### src/rtl/down_count_pkg.sv
// down_count_pkg
// Shared definitions for the down-count sequencer: the sequencer state
// enumeration, default widths for count and prescale divisor, and the
// saturation limit of the terminal-count (wrap) counter.
package down_count_pkg;

    localparam int unsigned CNT_W_DEFAULT = 4;
    localparam int unsigned DIV_W_DEFAULT = 4;

    localparam logic [3:0] WRAP_MAX = 4'd15;

    typedef enum logic [1:0] {
        StIdle    = 2'd0,
        StRun     = 2'd1,
        StHold    = 2'd2,
        StExpired = 2'd3
    } state_t;

endpackage

### src/rtl/tick_prescaler.sv
// tick_prescaler
// Divides enabled cycles by (div + 1): tick is high on every enabled cycle
// in which the internal count equals div, after which the count restarts.
// Ports:
//   Clk     - clock, rising edge
//   ClrN    - asynchronous active-low reset
//   enable  - advance the prescaler this cycle
//   clear   - synchronous restart to zero (wins over enable)
//   div     - divisor setting; one tick per div+1 enabled cycles
//   tick    - combinational tick strobe (only meaningful while enable=1)
module tick_prescaler #(
    parameter int unsigned DIV_W = 4
) (
    input  logic             Clk,
    input  logic             ClrN,
    input  logic             enable,
    input  logic             clear,
    input  logic [DIV_W-1:0] div,
    output logic             tick
);

    logic [DIV_W-1:0] pre_q;

    assign tick = enable && (pre_q == div);

    always_ff @(posedge Clk or negedge ClrN) begin
        if (!ClrN) begin
            pre_q <= '0;
        end else if (clear) begin
            pre_q <= '0;
        end else if (enable) begin
            pre_q <= tick ? '0 : pre_q + 1'b1;
        end
    end

endmodule

### src/rtl/down_count_sequencer.sv
// down_count_sequencer
// Programmable down-counter with prescaler, pause, abort and optional
// auto-reload. A run is started from IDLE or EXPIRED; the count decrements
// once per div+1 un-paused busy cycles and a terminal tick occurs when a
// tick arrives with the count already at zero.
// Ports:
//   Clk, ClrN    - clock and asynchronous active-low reset
//   start        - begin a run (accepted only while ready)
//   load_val     - initial / reload count, latched on accepted start
//   div          - prescale setting, latched on accepted start
//   auto_reload  - reload and continue at terminal count, latched on start
//   pause        - level; freezes prescaler and count
//   abort        - synchronous cancel, highest priority
//   count        - current count value
//   ready/busy   - IDLE or EXPIRED / RUN or HOLD
//   done         - one-cycle pulse per terminal count
//   expired      - high in EXPIRED
//   wraps        - terminal counts since last accepted start, saturating
module down_count_sequencer
    import down_count_pkg::*;
#(
    parameter int unsigned CNT_W = CNT_W_DEFAULT,
    parameter int unsigned DIV_W = DIV_W_DEFAULT
) (
    input  logic             Clk,
    input  logic             ClrN,
    input  logic             start,
    input  logic [CNT_W-1:0] load_val,
    input  logic [DIV_W-1:0] div,
    input  logic             auto_reload,
    input  logic             pause,
    input  logic             abort,
    output logic [CNT_W-1:0] count,
    output logic             ready,
    output logic             busy,
    output logic             done,
    output logic             expired,
    output logic [3:0]       wraps
);

    state_t           state_q;
    logic [CNT_W-1:0] load_q;
    logic [DIV_W-1:0] div_q;
    logic             reload_q;

    logic             accept;
    logic             run_en;
    logic             tick;

    // Outputs decoded solely from the state register.
    always_comb begin
        ready   = (state_q == StIdle) || (state_q == StExpired);
        busy    = (state_q == StRun) || (state_q == StHold);
        expired = (state_q == StExpired);
    end

    assign accept = ready && start && !abort;
    // HOLD with pause released counts as an active cycle so a pause of N
    // cycles delays the run by exactly N cycles.
    assign run_en = busy && !pause && !abort;

    tick_prescaler #(
        .DIV_W (DIV_W)
    ) u_prescaler (
        .Clk    (Clk),
        .ClrN   (ClrN),
        .enable (run_en),
        .clear  (accept || abort),
        .div    (div_q),
        .tick   (tick)
    );

    always_ff @(posedge Clk or negedge ClrN) begin
        if (!ClrN) begin
            state_q  <= StIdle;
            count    <= '0;
            wraps    <= '0;
            done     <= 1'b0;
            load_q   <= '0;
            div_q    <= '0;
            reload_q <= 1'b0;
        end else begin
            done <= 1'b0;
            if (abort) begin
                state_q <= StIdle;
                count   <= '0;
            end else begin
                case (state_q)
                    StIdle, StExpired: begin
                        if (start) begin
                            state_q  <= StRun;
                            count    <= load_val;
                            wraps    <= '0;
                            load_q   <= load_val;
                            div_q    <= div;
                            reload_q <= auto_reload;
                        end
                    end
                    StRun, StHold: begin
                        if (pause) begin
                            state_q <= StHold;
                        end else begin
                            state_q <= StRun;
                            if (tick) begin
                                if (count != '0) begin
                                    count <= count - 1'b1;
                                end else begin
                                    done <= 1'b1;
                                    if (wraps != WRAP_MAX) begin
                                        wraps <= wraps + 4'd1;
                                    end
                                    if (reload_q) begin
                                        count <= load_q;
                                    end else begin
                                        state_q <= StExpired;
                                    end
                                end
                            end
                        end
                    end
                    default: begin
                        state_q <= StIdle;
                        count   <= '0;
                    end
                endcase
            end
        end
    end

endmodule

### config.mk
export PLATFORM = sky130hd
export DESIGN_NAME = down_count_sequencer
export DESIGN_NICKNAME = d
export VERILOG_FILES = /design/src/rtl/down_count_pkg.sv /design/src/rtl/tick_prescaler.sv /design/src/rtl/down_count_sequencer.sv
export SDC_FILE = /design/constraint.sdc
export NUM_CORES = 1
export LEC_CHECK = 0
export CAP_MARGIN = 20
export CORE_MARGIN = 5
export CORE_UTILIZATION = 43
export DETAILED_ROUTE_END_ITERATION = 8
export HOLD_SLACK_MARGIN = 0.02
export MAX_ROUTING_LAYER = met4
export PLACE_DENSITY = 0.8
export REMOVE_ABC_BUFFERS = 1
export SLEW_MARGIN = 20
export SYNTH_ARGS = -nofsm -noshare
export SYNTH_HDL_FRONTEND = slang
export SYNTH_SLANG_ARGS = --single-unit
### constraint.sdc
create_clock -name Clk -period 1.7 [get_ports Clk]
set_input_delay 0.17 -clock Clk [delete_from_list [all_inputs] [get_ports Clk]]
set_output_delay 0.17 -clock Clk [all_outputs]
set_load 0.1 [all_outputs]
==> impl_metrics.tcl <==
set metrics [dict create \
    relSlewSlack 0.7902 \
    clock_path_buffers 2 \
    synth_flop_cell "dfrtp_1" \
    setup.worst_path.end_class "flip-flop" \
    synth.avg_cell_area_um2 10.71 \
    core_um2 3003 \
    wire_per_inst_um 15.58 \
    cts_max_level 1 \
    syn_area_um2 1328 \
    status "finished with violations" \
    grt_pass1_wl_um 5582 \
    rsz0062_at_grt "yes" \
    yosys.area.top_type "dfrtp_1" \
    tightestPinTransition_ps 314.7 \
    antenna_left 0 \
    crit_chain "ha_4 -> nor3b_4 -> buf_4 -> buf_6 -> nand2_4 -> o21ai_2 -> o41ai_2 -> a22o_1" \
    whs_ps 185.0 \
    final_cell_count_no_fill 219 \
    synth-edff-count 0 \
    drc 0 \
    p_total_mw 2.554 \
    fin_crit_ps 1853 \
    numPortBuffers 25 \
    clk_pin_slew_ps 130 \
    viasPerCell 5.397 \
    grt_max_degree 25 \
    synthTopCellsByArea "dfrtp_1, ha_1, mux2_2, xnor2_1, mux2_1" \
    cts_made_buffers 3 \
    synth.distinct_cells 42 \
    synth_top_area_frac 0.4524 \
    slew_viol_final 0 \
    first_global_vias 1174 \
    synthArstFlopShare 1.000 \
    synth_warnings 0 \
    first_iter_violations 36 \
    drive_gt1_frac 0.4301 \
    clock_latency_ps 310 \
    skew_ps 1.230 \
    dr.pass1.iters 4 \
    crit_arrival_ps 2070 \
    failed_checks "negative setup slack" \
    fin_util 0.7108 \
    startpoint_type "flip-flop" \
    vias 1182 \
    hpwl_um 2348 \
    cp_slowest_cell "dfrtp_1" \
    critPathMaxFanout 3 \
    setup-violations-final 9 \
    hold_viol 0 \
    required_ps 1920 \
    grt_overflow_total 0 \
    irDropWorstVdd_v 0.0006674 \
    clock_sinks 24 \
    die_area_um2 4299 \
    setup_slack_ps -153.4 \
    die-width_um 65.57 \
    nFillCells 202 \
    cap_violations 0 \
    crit_type "reg -> reg" \
    dpl.cell_count 203 \
    cts_tree "done" \
    grt_util_all_layers 0.1704 \
    area_growth_pct 60.79 \
    die_y_um 65.57 \
    fp-row-count 20 \
    ys_seq_area_frac 0.4524 \
    yosys_register_bits 24 \
    dp_slack_ps -171.1 \
    routed_wl_um 3411 \
    cp_slowest_stage_delay_ps 430 \
    p_leak_nw 0.9483 \
    fin_crit_sh 1.090 \
    ioPinCount 26 \
    diodes 0 \
    fmax_ghz 0.5396 \
    place_congestion 0.8686 \
    synth_cells 124 \
    final_nets 206 \
    p_per_area_nw_per_um2 1197 \
    start_util 0.4421 \
    hold_class "in -> async" \
    root_buffer "clkbuf_4" \
    antenna_found_initial 0 \
    postCtsHoldBufs 0 \
]
==> flip-flops by register name (all words and copies together), names as in the netlist <==
register           cells
done                   1
div_q                  4
load_q                 4
wraps                  4
count                  4
u_prescaler.pre_q      4
state_q                2
reload_q               1
==> final cells by class <==
type                    instances  area (µm²)  share of cell area
flip-flops and latches         24       600.6              0.2814
clock inverters                 1       30.03             0.01407
inverters                       5       18.77            0.008792
clock buffers                   3       22.52             0.01055
multi-input cells              91       763.2              0.3576
well taps                      33       41.29             0.01934
repair buffers                 62       658.1              0.3083
==> where the power goes <==
part / internal, mW / switching [mW] / total, mW
combinational: 0.631 / 0.734 / 1.37
sequential: 0.682 / 0.0923 / 0.774
clock: 0.238 / 0.177 / 0.415
==> cell usage after synthesis, types with 2 or more instances <==
library cell,n
dfrtp_1,24
nor2_1,9
a21oi_1,8
nand2_1,7
xnor2_1,6
ha_1,5
mux2_2,5
nand3_1,5
inv_1,4
mux2_1,4
mux2i_1,4
o21ai_0,4
a211oi_1,3
nand2b_1,3
nand4_1,2
nor2b_1,2
o211ai_1,2
o21ai_1,2
or3_1,2
==> timing repair <==
item,in CTS,in global routing
cloned,0,0
resized for setup,16,10
pin swaps,9,4
endpoints found under the hold margin,0,0
setup buffers,5,7
endpoints found under the setup margin,20,22
==> final timing paths <==
path                                  start         to  slack, ps  depth (start not counted)
worst max register to register   state_q[1]   wraps[2]       -150                          8
worst min-delay path                   ClrN  load_q[3]        190                          2
min in group Clk                auto_reload   reload_q        450                          2
max in group asynchronous              ClrN   count[3]       1270                          2
worst max-delay path             state_q[1]   wraps[2]       -150                          8
worst min register to register    load_q[3]  load_q[3]        510                          1
==> stage by stage <==
step | area [µm²] | setup TNS [ps]
6_report | 2135 | -801.7
3_3_place_gp | 1887 | -785.1
3_5_place_dp | 1887 | -1520
4_1_cts | 2057 | -584.1
2_1_floorplan | 1300 | -18080
5_1_grt | 2135 | -1791
==> cell usage in the layout, fill, tap and decap left out, types with 3 or more instances in the layout <==
master,synthesis,final
dfrtp_1,24,24
clkbuf_4,0,3
mux2i_1,4,4
mux2_2,5,5
mux2_1,4,4
nand2_1,7,6
buf_6,1,4
buf_4,1,33
nor2_1,9,9
nand3_1,5,5
xnor2_1,6,6
clkdlybuf4s50_1,0,13
buf_12,0,11
ha_1,5,3
a21oi_1,8,7
inv_2,1,4
==> metal layers <==
metal  wire length (µm)  track usage
met5                  0            -
met4                 34      0.02332
met3                168      0.03932
met2               1810       0.3009
met1               1398       0.2030
==> kinds of logic after synthesis <==
kind of cell,count (synthesis),synth area share
XOR/XNOR,7,0.04618
adder cells (fa/ha/maj),5,0.04713
multiplexers,13,0.1065
AND/OR/NAND/NOR,37,0.1631
AO/OA/AOI/OAI,29,0.1499
flip-flops,24,0.4524
buffers and inverters,9,0.03486
==> critical path: cells and delay by family (launching register included) <==
| kind | cells | cell delay, ps |
|---|---|---|
| flip-flops | 1 | 430 |
| buffers and inverters | 2 | 290 |
| adder cells (fa/ha/maj) | 1 | 290 |
| AO/OA/AOI/OAI | 3 | 460 |
| AND/OR/NAND/NOR | 2 | 290 |
Power figures use the tool's default switching activity.
